<file path="src/rtl/mdu_iter_pkg.sv">
// Shared op and state encodings for the iterative multiply/divide unit.
package mdu_iter_pkg;

  typedef logic [1:0] mdu_op_t;

  localparam mdu_op_t OP_MULT  = 2'b00;
  localparam mdu_op_t OP_MULTU = 2'b01;
  localparam mdu_op_t OP_DIV   = 2'b10;
  localparam mdu_op_t OP_DIVU  = 2'b11;

  localparam logic [1:0] IDLE = 2'd0;
  localparam logic [1:0] RUN  = 2'd1;
  localparam logic [1:0] FIX  = 2'd2;

  function automatic logic opIsDiv(input mdu_op_t op);
    return op[1];
  endfunction

  function automatic logic opIsSigned(input mdu_op_t op);
    return ~op[0];
  endfunction

endpackage

</file>
<file path="src/rtl/mdu_iter_if.sv">
// Request/result bundle between the datapath controller and the multiply/divide unit.
interface mdu_iter_if
  import mdu_iter_pkg::*;
#(
  parameter int WIDTH = 32
);
  logic             start;
  mdu_op_t          op;
  logic [WIDTH-1:0] a;
  logic [WIDTH-1:0] b;
  logic             abort;
  logic             wr_hi;
  logic             wr_lo;
  logic [WIDTH-1:0] wr_data;
  logic             busy;
  logic             done;
  logic             div_by_zero;
  logic [WIDTH-1:0] hi;
  logic [WIDTH-1:0] lo;

  modport master (
    output start, op, a, b, abort, wr_hi, wr_lo, wr_data,
    input  busy, done, div_by_zero, hi, lo
  );

  modport slave (
    input  start, op, a, b, abort, wr_hi, wr_lo, wr_data,
    output busy, done, div_by_zero, hi, lo
  );
endinterface

</file>
<file path="src/rtl/mdu_iter.sv">
// Iterative MULT/MULTU/DIV/DIVU unit with architecturally visible HI/LO registers.
// One shared WIDTH+1-bit add/subtract step per cycle; signs are fixed up in a final cycle.
module mdu_iter
  import mdu_iter_pkg::*;
#(
  parameter int WIDTH = 32
) (
  input  logic      clk,
  input  logic      reset,
  mdu_iter_if.slave bus
);
  localparam int CW = $clog2(WIDTH + 1);

  logic [1:0]         r_state;
  logic               r_isDiv;
  logic               r_sa;
  logic               r_sb;
  logic               r_bZero;
  logic [CW-1:0]      r_count;
  logic [WIDTH-1:0]   r_accHi;
  logic [WIDTH-1:0]   r_accLo;
  logic [WIDTH-1:0]   r_divisor;
  logic [WIDTH-1:0]   r_aOrig;
  logic [WIDTH-1:0]   r_hi;
  logic [WIDTH-1:0]   r_lo;
  logic               r_done;
  logic               r_dbz;

  logic               w_accept;
  logic               w_signA;
  logic               w_signB;
  logic [WIDTH-1:0]   w_absA;
  logic [WIDTH-1:0]   w_absB;
  logic               w_sub;
  logic [WIDTH:0]     w_opA;
  logic [WIDTH:0]     w_opB;
  logic [WIDTH+1:0]   w_sum;
  logic [WIDTH-1:0]   w_nextHi;
  logic [WIDTH-1:0]   w_nextLo;
  logic [2*WIDTH-1:0] w_prodNeg;
  logic [WIDTH-1:0]   w_fixHi;
  logic [WIDTH-1:0]   w_fixLo;

  assign w_accept = (r_state == IDLE) && bus.start;
  assign w_signA  = opIsSigned(bus.op) && bus.a[WIDTH-1];
  assign w_signB  = opIsSigned(bus.op) && bus.b[WIDTH-1];
  assign w_absA   = w_signA ? -bus.a : bus.a;
  assign w_absB   = w_signB ? -bus.b : bus.b;

  // Divide subtracts the divisor from the shifted remainder; multiply adds the
  // multiplicand only when the current multiplier bit is set.
  always_comb begin
    w_sub = r_isDiv;
    w_opA = {1'b0, r_accHi};
    w_opB = {1'b0, r_divisor};
    if (r_isDiv) begin
      w_opA = {r_accHi, r_accLo[WIDTH-1]};
    end else if (!r_accLo[0]) begin
      w_opB = '0;
    end
  end

  assign w_sum = {1'b0, w_opA} + {1'b0, (w_sub ? ~w_opB : w_opB)} + {{(WIDTH+1){1'b0}}, w_sub};

  // The top sum bit is the no-borrow flag for divide, which is also the quotient bit.
  always_comb begin
    if (r_isDiv) begin
      w_nextHi = w_sum[WIDTH+1] ? w_sum[WIDTH-1:0] : w_opA[WIDTH-1:0];
      w_nextLo = {r_accLo[WIDTH-2:0], w_sum[WIDTH+1]};
    end else begin
      w_nextHi = w_sum[WIDTH:1];
      w_nextLo = {w_sum[0], r_accLo[WIDTH-1:1]};
    end
  end

  assign w_prodNeg = -{r_accHi, r_accLo};

  always_comb begin
    w_fixHi = r_accHi;
    w_fixLo = r_accLo;
    if (!r_isDiv) begin
      if (r_sa ^ r_sb) begin
        {w_fixHi, w_fixLo} = w_prodNeg;
      end
    end else if (r_bZero) begin
      w_fixHi = r_aOrig;
      w_fixLo = '1;
    end else begin
      if (r_sa ^ r_sb) w_fixLo = -r_accLo;
      if (r_sa)        w_fixHi = -r_accHi;
    end
  end

  always_ff @(posedge clk or posedge reset) begin
    if (reset) begin
      r_state   <= IDLE;
      r_isDiv   <= 1'b0;
      r_sa      <= 1'b0;
      r_sb      <= 1'b0;
      r_bZero   <= 1'b0;
      r_count   <= '0;
      r_accHi   <= '0;
      r_accLo   <= '0;
      r_divisor <= '0;
      r_aOrig   <= '0;
    end else begin
      case (r_state)
        IDLE: begin
          if (w_accept) begin
            r_state   <= RUN;
            r_isDiv   <= opIsDiv(bus.op);
            r_sa      <= w_signA;
            r_sb      <= w_signB;
            r_bZero   <= (bus.b == '0);
            r_count   <= CW'(WIDTH);
            r_accHi   <= '0;
            r_accLo   <= w_absA;
            r_divisor <= w_absB;
            r_aOrig   <= bus.a;
          end
        end
        RUN: begin
          if (bus.abort) begin
            r_state <= IDLE;
          end else begin
            r_accHi <= w_nextHi;
            r_accLo <= w_nextLo;
            r_count <= r_count - 1'b1;
            if (r_count == CW'(1)) r_state <= FIX;
          end
        end
        FIX:     r_state <= IDLE;
        default: r_state <= IDLE;
      endcase
    end
  end

  // HI/LO change only on a completed operation or an idle MTHI/MTLO write.
  always_ff @(posedge clk or posedge reset) begin
    if (reset) begin
      r_hi   <= '0;
      r_lo   <= '0;
      r_done <= 1'b0;
      r_dbz  <= 1'b0;
    end else begin
      r_done <= (r_state == FIX) && !bus.abort;
      r_dbz  <= (r_state == FIX) && !bus.abort && r_isDiv && r_bZero;
      if ((r_state == FIX) && !bus.abort) begin
        r_hi <= w_fixHi;
        r_lo <= w_fixLo;
      end else if ((r_state == IDLE) && !bus.start) begin
        if (bus.wr_hi) r_hi <= bus.wr_data;
        if (bus.wr_lo) r_lo <= bus.wr_data;
      end
    end
  end

  assign bus.busy        = (r_state != IDLE);
  assign bus.done        = r_done;
  assign bus.div_by_zero = r_dbz;
  assign bus.hi          = r_hi;
  assign bus.lo          = r_lo;

endmodule
</file>
<file path="src/flat_wrapper.sv">
// flat-port wrapper written by rule: the top's interface ports become plain ports
module mdu_iter_flat import mdu_iter_pkg::*;
#(
  parameter int WIDTH = 32
)
  (clk, reset, bus_start, bus_op, bus_a, bus_b, bus_abort, bus_wr_hi, bus_wr_lo, bus_wr_data, bus_busy, bus_done, bus_div_by_zero, bus_hi, bus_lo);
  mdu_iter_if #(.WIDTH(WIDTH)) bus_i ();
  input  logic clk;
  input  logic reset;
  input wire logic [$bits(bus_i.start)-1:0] bus_start;
  input wire logic [$bits(bus_i.op)-1:0] bus_op;
  input wire logic [$bits(bus_i.a)-1:0] bus_a;
  input wire logic [$bits(bus_i.b)-1:0] bus_b;
  input wire logic [$bits(bus_i.abort)-1:0] bus_abort;
  input wire logic [$bits(bus_i.wr_hi)-1:0] bus_wr_hi;
  input wire logic [$bits(bus_i.wr_lo)-1:0] bus_wr_lo;
  input wire logic [$bits(bus_i.wr_data)-1:0] bus_wr_data;
  output wire logic [$bits(bus_i.busy)-1:0] bus_busy;
  output wire logic [$bits(bus_i.done)-1:0] bus_done;
  output wire logic [$bits(bus_i.div_by_zero)-1:0] bus_div_by_zero;
  output wire logic [$bits(bus_i.hi)-1:0] bus_hi;
  output wire logic [$bits(bus_i.lo)-1:0] bus_lo;
  assign bus_i.start = bus_start;
  assign bus_i.op = bus_op;
  assign bus_i.a = bus_a;
  assign bus_i.b = bus_b;
  assign bus_i.abort = bus_abort;
  assign bus_i.wr_hi = bus_wr_hi;
  assign bus_i.wr_lo = bus_wr_lo;
  assign bus_i.wr_data = bus_wr_data;
  assign bus_busy = bus_i.busy;
  assign bus_done = bus_i.done;
  assign bus_div_by_zero = bus_i.div_by_zero;
  assign bus_hi = bus_i.hi;
  assign bus_lo = bus_i.lo;
  mdu_iter #(.WIDTH(WIDTH)) u_core (.clk(clk), .reset(reset), .bus(bus_i));
endmodule
</file>
<file path="config.mk">
export PLATFORM = sky130hd
export DESIGN_NAME = mdu_iter_flat
export DESIGN_NICKNAME = d
export VERILOG_FILES = /design/src/rtl/mdu_iter_pkg.sv /design/src/rtl/mdu_iter_if.sv /design/src/rtl/mdu_iter.sv /design/src/flat_wrapper.sv
export SDC_FILE = /design/constraint.sdc
export NUM_CORES = 1
export LEC_CHECK = 0
export BUFFER_PORTS_ARGS = -buffer_cell sky130_fd_sc_hd__buf_2
export CAP_MARGIN = 20
export CELL_PAD_IN_SITES_DETAIL_PLACEMENT = 2
export CELL_PAD_IN_SITES_GLOBAL_PLACEMENT = 2
export CORE_ASPECT_RATIO = 0.9
export CORE_MARGIN = 2
export CORE_UTILIZATION = 32
export CTS_CLUSTER_DIAMETER = 50
export DETAILED_ROUTE_END_ITERATION = 12
export PLACE_DENSITY = 0.73
export SETUP_SLACK_MARGIN = 0.15
export SKIP_CTS_REPAIR_TIMING = 1
export SYNTH_ARGS = -nofsm -noshare
export SYNTH_HDL_FRONTEND = slang
export SYNTH_SLANG_ARGS = --single-unit
</file>
<file path="constraint.sdc">
create_clock -name clk -period 6.1 [get_ports clk]
set_input_delay 0.915 -clock clk [delete_from_list [all_inputs] [get_ports clk]]
set_output_delay 0.915 -clock clk [all_outputs]
set_load 0.1 [all_outputs]
</file>
==> out/metrics.yaml <==
run_status:
  status: "finished, final reports clean"
timing:
  final.setup.tns_ps: 0
  worst_pin_slew_ps: 1110
  worst_hold_slack_ps: 473
  finalHoldViolCount: 0
  relSlewSlack_pct: 25.8
  fin_crit_ps: 5060
  fin_crit_sh_pct: 83.0
  setup_viol: 0
  fin_skew_ps: 17.3
  max_freq_mhz: 197
  slew_violations: 0
  rsz0062_at_grt: "false"
cells_and_area:
  drive_above_1_share_pct: 15.5
  fill_cells: 5575
  area_growth_pct: 16.0
  final_nets: 2213
  final-seq-area_sq_mm: 0.00516
  diodes: 0
  multiInputGateArea_sq_mm: 0.00988
job:
  maxCapViolations: 0
global_route:
  grt_util_all_layers_pct: 27.2
  grt_util_met2_pct: 42.7
  grt_pass1_vias: 17200
  grt_overflow: 0
  grt_first_pass_wirelength_um: 107000
  globalRouteMet3Util_pct: 3.94
  grt_use_met1_pct: 38.7
  grt_busiest_layer: "met2"
  grt_max_degree: 116
  grt_antenna_before_repair: 1
route:
  drc: 0
  finalWirelength_um: 69800
  drt.antenna.violating_nets: 0
  first_pass_iters: 5
  vias: 16100
  drt_iter0_drc: 1256
  wire_per_inst_um: 25.6
  routed_via_density: 5.89
synthesis:
  async_reset_ff_share_pct: 100
  yosysUniqueCellTypes: 83
  synth_area_per_cell_sq_um: 7.89
  ys.flop_type: "dfrtp_1"
  netlist_instances: 1994
  seq_area_frac_synth_pct: 32.8
  synth_fp_nets: 2136
  synth_edf_count: 0
  ys_warn_count: 0
  ys_ff_latch: 206
  synth_area_sq_mm: 0.0157
worst_setup_path:
  slowest_stage: "dfrtp_4"
  cp_max_fo: 51
  worstSetupEndpointType: "flip-flop"
  reg2reg_setup_slack_ps: 1040
  ff2ff_path_depth: 12
  max_stage_delay_ps: 800
  reg2reg_to: "u_core.r_accHi[25]$_DFFE_PP0P_"
  worst-path-buf-inv: 1
  worstReg2RegStart: "u_core.r_isDiv$_DFFE_PP0P_"
  crit_family: "compound AO/OA/AOI/OAI gates"
  required_ps: 6530
  start_kind: "flip-flop"
  arrival_ps: 5500
  crit_type: "flip-flop to flip-flop"
  crit_path_cell_trace: "buf_4, and3b_1, nor2_1, fa_1, a211oi_1, o211ai_1, a21oi_1, o31ai_1, a2111oi_0, a41o_1, nor3_1, o41ai_1"
power:
  leakagePower_nw: 7.82
  ir_drop_v: 0.000253
  p_per_area_mw_per_mm2: 640
  fin_total_pwr_w: 0.0117
min_path:
  hold_class: "flip-flop to flip-flop"
  worstHoldStart: "u_core.r_aOrig[29]$_DFFE_PP0P_"
  hold_depth: 2
  hold_path_end: "u_core.r_aOrig[29]$_DFFE_PP0P_"
clocking:
  cts_buffers: 38
  cts_tree: "built"
  numClockSinks: 206
  cts_max_level: 2
  clk-insertion-delay-late_ps: 550
  clk_pin_slew_worst_paths_ps: 60
  cts_root_buffer: "clkbuf_16"
  clockBufferDepth: 3
placed_design:
  port_buffers: 170
  dp_hpwl_um: 52400
  place_congestion: 0.888
floorplanning:
  die_w_um: 238
  ios: 171
  initial_utilization_pct: 32.2
  die_h_um: 214
  rows: 77
  core-area_sq_mm: 0.0488
  die-area_sq_mm: 0.0510
==> flip-flops by register name, summed over array words and instances (netlist names) <==
name                    cells
u_core.bus.hi              32
u_core.bus.lo              32
u_core.r_aOrig             32
u_core.r_accHi             32
u_core.r_accLo             32
u_core.r_divisor           32
u_core.r_count              6
u_core.r_state              2
u_core.bus.div_by_zero      1
u_core.bus.done             1
u_core.r_bZero              1
u_core.r_isDiv              1
u_core.r_sa                 1
u_core.r_sb                 1
==> cells in the mapped netlist, drive strengths merged (15+ instances only) <==
library cell  number  area, sq um
nor2             110          415
o211ai            21          158
or3               42          273
ha                37          463
inv               28          105
nor3              43          230
xnor2             96          841
a32oi             19          166
nand3             30          150
nor4              22          156
o31ai             27          208
dfrtp            206         5150
mux2              30          338
a21o              23          173
buf               23          104
o21ai            235         1180
clkbuf           138          528
mux2i             57          571
o221ai            25          219
a21oi            113          566
nand2            381         1430
xor2              78          683
a211oi            15          113
a31oi             24          150
==> final cells by class <==
class,count,area share (%)
Inverter,28,0.596
Clock inverter,22,1.14
Clock buffer,45,5.63
Timing Repair Buffer,199,5.92
Sequential cell,206,28.3
Tap cell,632,4.33
Multi-Input combinational cell,1598,54.1
==> per-stage QoR <==
stage	std cells	util (%)	worst slack (ps)	cell area, sq um
2_1_floorplan	1994	-	1900	15700
3_5_place_dp	2663	34.8	1170	17000
3_3_place_gp	2663	34.8	1410	17000
5_1_grt	2730	37.4	673	18300
4_1_cts	2730	37.4	1150	18300
6_report	2730	37.4	1040	18300
==> tightest hold or removal path: cells and delay by family (launching register included) <==
family / cells / cell delay, ps
simple gates: 2 / 100
flops: 1 / 340
==> logic make-up (layout without fill, tap and decap cells) <==
logic type                 Yosys count  count (layout)  share of synthesized area (%)
AOI/OAI and AO/OA                  588             588                           23.4
xor gates and xnor gates           174             174                           9.68
adders and majority gates           38              38                           3.07
buffers and inverters              190             294                           4.75
DFF                                206             206                           32.8
muxes                               87              87                           5.77
and+or+nand+nor                    711             711                           20.6
==> report_power, final <==
group	total, W	leakage [nW]	switching, W	internal [W]
Sequential	0.00291	2.55	0.00103	0.00189
Combinational	0.00668	4.66	0.00464	0.00204
Clock	0.00210	0.606	0.000798	0.00130
==> layout by cell type (no fill, tap or decap), types with 14 or more instances in the layout <==
| cell type | count |
|---|---|
| a21o_1 | 23 |
| a31oi_1 | 24 |
| nor2_1 | 106 |
| xnor2_1 | 95 |
| buf_2 | 170 |
| dfrtp_1 | 204 |
| o21ai_0 | 227 |
| a221oi_1 | 14 |
| nand2_1 | 379 |
| a211oi_1 | 15 |
| o211ai_1 | 21 |
| clkbuf_16 | 39 |
| a32oi_1 | 19 |
| xor2_1 | 77 |
| ha_1 | 37 |
| nor4_1 | 19 |
| mux2i_1 | 57 |
| or3_1 | 40 |
| nor3_1 | 40 |
| o31ai_1 | 26 |
| o221ai_1 | 25 |
| mux2_2 | 30 |
| nand3_1 | 30 |
| inv_1 | 27 |
| buf_4 | 28 |
| a21oi_1 | 113 |
==> routing by layer <==
metal  wire [um]  up-vias
li1            -     7283
met3        3410       92
met5           0        -
met2       31700      400
met1       32900     8292
met4        1830        0
==> how the worst max path moves through the flow <==
stage / from / to / slack (ps) / cells past startpoint
floorplan: u_core.r_isDiv$_DFFE_PP0P_ / u_core.r_accHi[25]$_DFFE_PP0P_ / 1900 / 16
global placement: u_core.r_isDiv$_DFFE_PP0P_ / u_core.r_accHi[25]$_DFFE_PP0P_ / 1410 / 12
detailed placement: u_core.r_isDiv$_DFFE_PP0P_ / u_core.r_accHi[25]$_DFFE_PP0P_ / 1170 / 12
CTS: u_core.r_isDiv$_DFFE_PP0P_ / u_core.r_accHi[25]$_DFFE_PP0P_ / 1150 / 12
global route: u_core.r_isDiv$_DFFE_PP0P_ / u_core.r_accHi[25]$_DFFE_PP0P_ / 670 / 11
finish: u_core.r_isDiv$_DFFE_PP0P_ / u_core.r_accHi[25]$_DFFE_PP0P_ / 1040 / 12
(Power assumes the default switching activity.)
